File: config.mk
export PLATFORM = sky130hd
export DESIGN_NAME = intfmux_sched
export DESIGN_NICKNAME = d
export VERILOG_FILES = /design/src/rtl/intfmux_pkg.sv /design/src/rtl/intfmux_sched.sv
export SDC_FILE = /design/constraint.sdc
export NUM_CORES = 1
export LEC_CHECK = 0
export CORE_MARGIN = 2
export CORE_UTILIZATION = 49
export CTS_CLUSTER_DIAMETER = 50
export CTS_CLUSTER_SIZE = 20
export DETAILED_ROUTE_END_ITERATION = 12
export GPL_TIMING_DRIVEN = 0
export HOLD_SLACK_MARGIN = 0.08
export PLACE_DENSITY_LB_ADDON = 0.3
export SLEW_MARGIN = 0
export SYNTH_ARGS = -nofsm -noshare
export SYNTH_HDL_FRONTEND = slang
export SYNTH_SLANG_ARGS = --single-unit
File: constraint.sdc
create_clock -name iclk38 -period 2.8 [get_ports iclk38]
set_input_delay 0.56 -clock iclk38 [delete_from_list [all_inputs] [get_ports iclk38]]
set_output_delay 0.56 -clock iclk38 [all_outputs]
set_load 0.02 [all_outputs]
File: src/rtl/intfmux_pkg.sv
// Shared definitions for the 155/38/4.86 MHz line-interface path:
// scheduler state encoding and the default frame length.
package intfmux_pkg;

  // Default number of iclk38 slots per iclk4d86 frame.
  localparam int PERIOD_DEF = 8;

  // Scheduler state encoding, also visible to the control plane via ostate.
  localparam logic [1:0] ST_HUNT   = 2'd0;
  localparam logic [1:0] ST_LOCKED = 2'd1;
  localparam logic [1:0] ST_FLY    = 2'd2;

  typedef enum logic [1:0] {
    S_HUNT   = ST_HUNT,
    S_LOCKED = ST_LOCKED,
    S_FLY    = ST_FLY
  } sched_state_e;

endpackage

File: src/rtl/intfmux_sched.sv
// Slot scheduler for the 38 MHz line-interface mux. Checks the frame sync
// from the sync generator, flywheels across short sync loss, and drives the
// lane mux with lane index, lane-valid, capture strobe and frame marker.
// Every output is registered and decoded from the next state / next phase,
// so it describes the slot the counter is in during the same cycle.
module intfmux_sched
  import intfmux_pkg::*;
#(
  parameter int PERIOD  = PERIOD_DEF,  // slots per frame, 2..8
  parameter int MUX     = 6,           // lanes in slots 0..MUX-1, 1..PERIOD
  parameter int LOSSTHR = 3            // consecutive misses that drop lock, 1..7
) (
  input  logic           iclk38,
  input  logic           rst_,
  input  logic           isyn,
  input  logic [MUX-1:0] ienmask,
  output logic [2:0]     osel,
  output logic           ovalid,
  output logic           ocap,
  output logic           osyn,
  output logic           olock,
  output logic           oslip,
  output logic [1:0]     ostate
);

  sched_state_e state_q, state_d;
  logic [2:0]   ph_q, ph_d;
  logic [2:0]   mc_q, mc_d;

  logic [2:0]   osel_q, osel_d;
  logic         ovalid_q, ovalid_d;
  logic         osyn_q, osyn_d;
  logic         olock_q, olock_d;
  logic         oslip_q, oslip_d;

  logic         ph_last;
  logic         tracking;
  logic         sync_slip;
  logic         miss;
  logic         lost;
  logic [7:0]   mask_ext;

  // Classify this slot's sync event against the expected phase.
  always_comb begin
    ph_last   = (ph_q == 3'(PERIOD - 1));
    tracking  = (state_q != S_HUNT);
    sync_slip = tracking && isyn && !ph_last;
    miss      = tracking && !isyn && ph_last;
    // mc is always 0 in LOCKED, so this also covers the first miss there.
    lost      = miss && ((mc_q + 3'd1) == 3'(LOSSTHR));
  end

  // Next-state logic for the lock state machine.
  always_comb begin
    state_d = state_q;
    case (state_q)
      S_HUNT: begin
        if (isyn) state_d = S_LOCKED;
      end
      S_LOCKED: begin
        if (lost)      state_d = S_HUNT;
        else if (miss) state_d = S_FLY;
      end
      S_FLY: begin
        if (isyn)      state_d = S_LOCKED;
        else if (lost) state_d = S_HUNT;
      end
      default: state_d = S_HUNT;
    endcase
  end

  // Next phase: held at 0 while hunting, forced to 0 by any sync, else wraps.
  always_comb begin
    ph_d = ph_q + 3'd1;
    if (!tracking || isyn || ph_last) ph_d = 3'd0;
  end

  // Next miss count: cleared by any sync or loss of lock, bumped per miss.
  always_comb begin
    mc_d = mc_q;
    if (!tracking || isyn || lost) mc_d = 3'd0;
    else if (miss)                 mc_d = mc_q + 3'd1;
  end

  // Output decode from next state / next phase so outputs match the new slot.
  always_comb begin
    mask_ext = 8'(ienmask);
    osel_d   = 3'd0;
    ovalid_d = 1'b0;
    osyn_d   = 1'b0;
    olock_d  = 1'b0;
    oslip_d  = 1'b0;
    if (state_d != S_HUNT) begin
      olock_d = 1'b1;
      oslip_d = sync_slip;
      osyn_d  = (ph_d == 3'd0);
      if ({1'b0, ph_d} < 4'(MUX)) begin
        osel_d   = ph_d;
        ovalid_d = mask_ext[ph_d];
      end
    end
  end

  // Lock state register.
  always_ff @(posedge iclk38 or negedge rst_) begin
    if (!rst_) state_q <= S_HUNT;
    else       state_q <= state_d;
  end

  // Phase counter register.
  always_ff @(posedge iclk38 or negedge rst_) begin
    if (!rst_) ph_q <= 3'd0;
    else       ph_q <= ph_d;
  end

  // Miss counter register.
  always_ff @(posedge iclk38 or negedge rst_) begin
    if (!rst_) mc_q <= 3'd0;
    else       mc_q <= mc_d;
  end

  // Registered mux-facing outputs.
  always_ff @(posedge iclk38 or negedge rst_) begin
    if (!rst_) begin
      osel_q   <= 3'd0;
      ovalid_q <= 1'b0;
      osyn_q   <= 1'b0;
      olock_q  <= 1'b0;
      oslip_q  <= 1'b0;
    end else begin
      osel_q   <= osel_d;
      ovalid_q <= ovalid_d;
      osyn_q   <= osyn_d;
      olock_q  <= olock_d;
      oslip_q  <= oslip_d;
    end
  end

  assign osel   = osel_q;
  assign ovalid = ovalid_q;
  assign ocap   = osyn_q;
  assign osyn   = osyn_q;
  assign olock  = olock_q;
  assign oslip  = oslip_q;
  assign ostate = state_q;

endmodule

==> results.yml, run 1 <==
run_status:
  status: "finished clean"
setup_path:
  critPathMaxStageDelay_ps: 650
  crit_chain: "clkdlybuf4s50_1"
  crit_fanout: 8
  path_delay_family: "buffers and inverters"
  critPathBufInv: 1
  arrival_ps: 1420
  required_ps: 2240
  r2r_slack_ps: 1080
  crit_type: "reg -> out"
  worstRegToRegCells: 6
  cpMaxStageDelayCell: "clkdlybuf4s50_1"
  worstReg2RegEnd: "osel[0]$_DFF_PN0_"
  reg2reg_from: "ph_q[0]$_DFF_PN0_"
  cp-start-kind: "flip-flop"
  end_kind: "output pin"
grt:
  gr-total-overflow: 0
  grt_first_pass_wirelength_um: 2311
  grt_pass1_vias: 568
  grt_max_degree: 16
  grtUsageTotal_pct: 17.27
  antenna_found_initial: 0
worst_hold_path:
  hp-start: "ostate[1]$_DFF_PN0_"
  timing.hold.worst_endpoint: "ostate[0]$_DFF_PN0_"
  min_delay_path_depth: 1
  hp-class: "reg -> reg"
power_and_ir_drop:
  irDropWorstVdd_mv: 0.3547
  power_mw: 0.4632
  p_per_area_mw_per_mm2: 488.4
  power.leakage_nw: 0.4144
final_layout:
  fin_nets: 101
  seq_area_um2: 375.4
  n_fill_cell: 106
  drive_gt1_share_pct: 11.49
  final_area_um2: 948.4
  final_util_pct: 71.11
  synthToLayoutAreaGrowth_pct: 31.14
  insertedDiodeCount: 0
  multiInputGateArea_um2: 320.3
job:
  drv_cap: 0
timing:
  finalSetupViolCount: 0
  rsz0062_at_grt: "no"
  slew_headroom_pct: 56.29
  skew_ps: 8.649
  fin_tns_setup_ps: 0
  finalMaxSlewViolations: 0
  period_needed_ps: 1977
  worstMarginPinSlew_ps: 653.6
  fmax_mhz: 505.7
  finalHoldViolCount: 0
  worst_slack_ps: 822.6
  finalCritPeriodShare_pct: 70.62
floorplanning:
  die_w_um: 42.42
  core_mm2: 0.001334
  die-area_mm2: 0.001799
  pin_count: 19
  rows: 13
  initial_core_util_pct: 54.22
  die_y_um: 42.42
logic_synthesis:
  yosysSeqAreaShare_pct: 51.90
  synth_area_um2: 723.2
  avgSynthCellArea_um2: 11.13
  synth_common_cells: "dfrtp_1, a21oi_1, nor2_1"
  synth.area.top_cells: "dfrtp_1, ha_1, a21oi_1"
  synth_seq_cells: 15
  yosys_most_used_dff: "dfrtp_1"
  syn-num-nets: 78
  synth_top_area_share_pct: 51.90
  synth.most_common_cell: "dfrtp_1"
  syn-instance-count: 65
  synth_edf_count: 0
  ys_types: 27
  synth_async_sr_flop_share_pct: 100.0
  synth_area_leader_cell: "dfrtp_1"
  yosys_warnings: 0
clock_tree:
  cts_tree: "yes"
  insertion_delay_ps: 290
  clk_pin_slew_ps: 90
  postCtsHoldBufs: 0
  post_cts_resize_count: 0
  cts_htree_levels: 1
  cts_buffers: 3
  post-cts-setup-buffers: 0
  clockRootBuffer: "clkbuf_4"
  clk_path_buf_depth: 2
  cts_sinks: 15
placed_design:
  post_dp_cell_area_um2: 922.1
  pre_cts_ws_ps: 772.1
  place_congestion: 0.7431
  dp_hpwl_um: 1040
  io_buffers: 18
route:
  ant_nets: 0
  drt-total-wl_um: 1383
  route.detailed.drc: 0
  drt_iter0_drc: 7
  vias_per_cell: 5.676
  routedWlPerCell_um: 13.56
  vias: 579
  first_pass_iters: 4
==> flip-flops by register name (all words and copies together) (netlist names) <==
register  cells
mc_q          3
ocap          1
olock         1
osel          3
oslip         1
ostate        2
ovalid        1
ph_q          3
==> layout by cell type, fill, tap and decap left out, types with 2 or more instances in the layout <==
cell type and instances:
clkdlybuf4s50_1 18, dfrtp_1 15, nor2_1 6, a21oi_1 6, inv_1 4, ha_1 4, mux2i_1 3, clkbuf_4 3
and2_1 2, nand2b_1 2, a31oi_1 2, nand2_1 2, nor3b_1 2, nor3_1 2
==> metal layers <==
metal | global-route usage (%) | vias to the layer above | wire [um] | share of wire, %
met5 | 0 | - | 0 | 0
met4 | 13.13 | 0 | 67 | 4.8
met3 | 3.448 | 9 | 78 | 5.6
met2 | 26.46 | 26 | 643 | 46
met1 | 21.10 | 273 | 594 | 43
li1 | - | 271 | - | -
==> final cells by class <==
| cell class | instances | share of cell area, % |
|---|---|---|
| plain buffers | 2 | 1.319 |
| clock buffers | 4 | 2.770 |
| inverters | 4 | 1.583 |
| multi-input cells | 44 | 33.77 |
| flip-flops and latches | 15 | 39.58 |
| well taps | 15 | 1.979 |
| repair buffers | 18 | 19.00 |
==> cells by family after synthesis <==
group | Yosys count | share of synthesized area [%]
and+or+nand+nor | 20 | 15.40
DFF | 15 | 51.90
AOI/OAI and AO/OA | 14 | 13.84
buffers and inverters | 6 | 3.805
muxes | 4 | 5.709
adders and majority gates | 4 | 6.921
xor gates and xnor gates | 2 | 2.423
==> how the worst max path moves through the flow <==
stage,startpoint,endpoint,slack [ps],depth (start not counted)
2_1_floorplan,ph_q[0]$_DFF_PN0_,osel[0]$_DFF_PN0_,1280,6
3_3_place_gp,isyn,osel[0]$_DFF_PN0_,830,4
3_5_place_dp,isyn,osel[1]$_DFF_PN0_,770,5
4_1_cts,ostate[0]$_DFF_PN0_,ostate[0],810,1
5_1_grt,ostate[0]$_DFF_PN0_,ostate[0],750,1
6_report,ostate[0]$_DFF_PN0_,ostate[0],820,1
==> power breakdown <==
group	internal (mW)	switching (mW)	leakage, nW
sequential	0.230	0.00748	0.187
clock	0.0554	0.0686	0.0150
combinational	0.0520	0.0495	0.213
==> metrics by stage <==
stage                     hold slack, ps  instances
after CTS                          578.7        102
after global placement             542.9         98
after floorplan                    264.4         65
after global routing               616.9        102
final                              577.1        102
after detailed placement           565.3         98
(Power assumes the default switching activity.)
==> run 2, diff against run 1 <==
--- a/config.mk
+++ b/config.mk
@@ -6,7 +6,7 @@
 export NUM_CORES = 1
 export LEC_CHECK = 0
 export CORE_MARGIN = 2
-export CORE_UTILIZATION = 49
+export CORE_UTILIZATION = 41
 export CTS_CLUSTER_DIAMETER = 50
 export CTS_CLUSTER_SIZE = 20
 export DETAILED_ROUTE_END_ITERATION = 12
==> constraint.sdc (replaced) <==
create_clock -name iclk38 -period 1.6 [get_ports iclk38]
set_input_delay 0.32 -clock iclk38 [delete_from_list [all_inputs] [get_ports iclk38]]
set_output_delay 0.32 -clock iclk38 [all_outputs]
set_load 0.02 [all_outputs]
==> results.yml, run 2 (synthesis gave the netlist of run 1 again) <==
placed_design:
  pre_cts_ws_ps: -170.5
  io_buffers: 18
  place_congestion: 0.7867
  dp_hpwl_um: 987.6
clock_tree:
  clk_pin_slew_ps: 90
  cts_htree_levels: 1
  clk_path_buf_depth: 2
  clockRootBuffer: "clkbuf_4"
  cts_sinks: 15
  cts_tree: "yes"
  cts_buffers: 3
  insertion_delay_ps: 290
  postCtsHoldBufs: 0
timing:
  worstMarginPinSlew_ps: 648.8
  fmax_mhz: 644.5
  period_needed_ps: 1552
  worst_slack_ps: 48.42
  finalHoldViolCount: 0
  finalCritPeriodShare_pct: 96.97
  rsz0062_at_grt: "no"
  skew_ps: 5.112
  finalSetupViolCount: 0
  finalMaxSlewViolations: 0
  slew_headroom_pct: 56.61
grt:
  gr-total-overflow: 0
  grt_first_pass_wirelength_um: 2470
  grt_max_degree: 16
  grtUsageTotal_pct: 17.06
  grt_pass1_vias: 556
  antenna_found_initial: 0
floorplanning:
  die-area_mm2: 0.002116
  die_y_um: 46
  initial_core_util_pct: 42.81
  rows: 15
  die_w_um: 46
  pin_count: 19
  core_mm2: 0.001689
setup_path:
  cpMaxStageDelayCell: "dfrtp_1"
  end_kind: "flip-flop"
  worstReg2RegEnd: "osel[0]$_DFF_PN0_"
  r2r_slack_ps: 50
  startpoint: "mc_q[1]$_DFFE_PN0P_"
  critPathBufInv: 0
  path_delay_family: "compound AO/OA/AOI/OAI gates"
  worstRegToRegCells: 5
  critPathMaxStageDelay_ps: 410
  crit_fanout: 6
  arrival_ps: 1730
  crit_type: "reg -> reg"
  reg2reg_from: "mc_q[1]$_DFFE_PN0P_"
  cp-start-kind: "flip-flop"
  endpoint: "osel[0]$_DFF_PN0_"
  path_depth: 5
  required_ps: 1780
  crit_chain: "ha_1, xnor2_2, a31oi_4, o21ai_4, a2111oi_4"
power_and_ir_drop:
  power.leakage_nw: 0.4271
  irDropWorstVdd_mv: 0.3661
  p_per_area_mw_per_mm2: 802.2
run_status:
  status: "finished clean"
route:
  ant_nets: 0
  vias: 576
  routedWlPerCell_um: 14.36
  first_pass_iters: 4
  drt-total-wl_um: 1522
  vias_per_cell: 5.434
  drt_iter0_drc: 6
  route.detailed.drc: 0
worst_hold_path:
  hp-class: "in -> async"
final_layout:
  final_util_pct: 61.04
  insertedDiodeCount: 0
  layout_commonest_cell: "clkdlybuf4s50_1"
  fin_nets: 103
  drive_gt1_share_pct: 19.10
  final_cell_mix: "clkdlybuf4s50_1, dfrtp_1, nor2_1, a21oi_1"
  synthToLayoutAreaGrowth_pct: 42.56
job:
  drv_cap: 0
==> run 2: changes by cell type in the layout (fill, tap and decap cells not counted), sizes merged <==
cell / change
buf: +2
dlygate4sd2: +3
clkdlybuf4s50: -3
==> run 2: worst min path at each step <==
stage / slack [ps] / to
after global placement: 540 / mc_q[2]$_DFFE_PN0P_
after global routing: 500 / ocap$_DFF_PN0_
after detailed placement: 560 / mc_q[2]$_DFFE_PN0P_
after floorplan: 20 / mc_q[0]$_DFFE_PN0P_
final: 430 / ostate[1]$_DFF_PN0_
after CTS: 440 / ostate[1]$_DFF_PN0_
==> run 2: area by class of cell <==
| cell class | count | area, um^2 |
|---|---|---|
| fill | 148 | 658.1 |
| multi-input combinational | 44 | 385.4 |
| sequential | 15 | 376.6 |
| timing repair buffer | 21 | 198.9 |
| clock buffer | 4 | 26.28 |
| tap | 17 | 21.27 |
| inverter | 4 | 15.01 |
| buffer | 1 | 7.507 |
==> run 2: per-stage QoR <==
stage | setup TNS [ps] | total power [mW] | instances | hold slack [ps] | cell area [um^2]
after CTS | 0 | 0.8310 | 104 | 441.9 | 996.0
after global routing | 0 | 0.8647 | 106 | 497.1 | 1031
final | 0 | 0.8271 | 106 | 425.4 | 1031
after global placement | -352.2 | 0.5944 | 100 | 542.6 | 924.6
after floorplan | 0 | 0.5160 | 65 | 24.41 | 723.2
after detailed placement | -508.7 | 0.6012 | 100 | 559.6 | 924.6
==> run 2: routing by layer <==
| layer | global-route usage [%] | up-vias | part of all wire [%] | wire [um] |
|---|---|---|---|---|
| li1 | - | 277 | - | - |
| met1 | 20.84 | 268 | 46 | 706 |
| met2 | 26.39 | 24 | 46 | 699 |
| met3 | 2.778 | 7 | 3.4 | 52 |
| met4 | 13.14 | 0 | 4.1 | 63 |
| met5 | 0 | - | 0 | 0 |
==> run 2: power breakdown <==
part	switching [mW]	internal, mW
logic	0.0968	0.102
clock network	0.118	0.0969
registers	0.0101	0.403
==> run 2: repair_timing <==
action / 4_1_cts / 5_1_grt
gates resized for setup: 10 / 3
pin swaps: 3 / 3
setup buffers: 1 / 2
setup endpoints to repair: 10 / 6
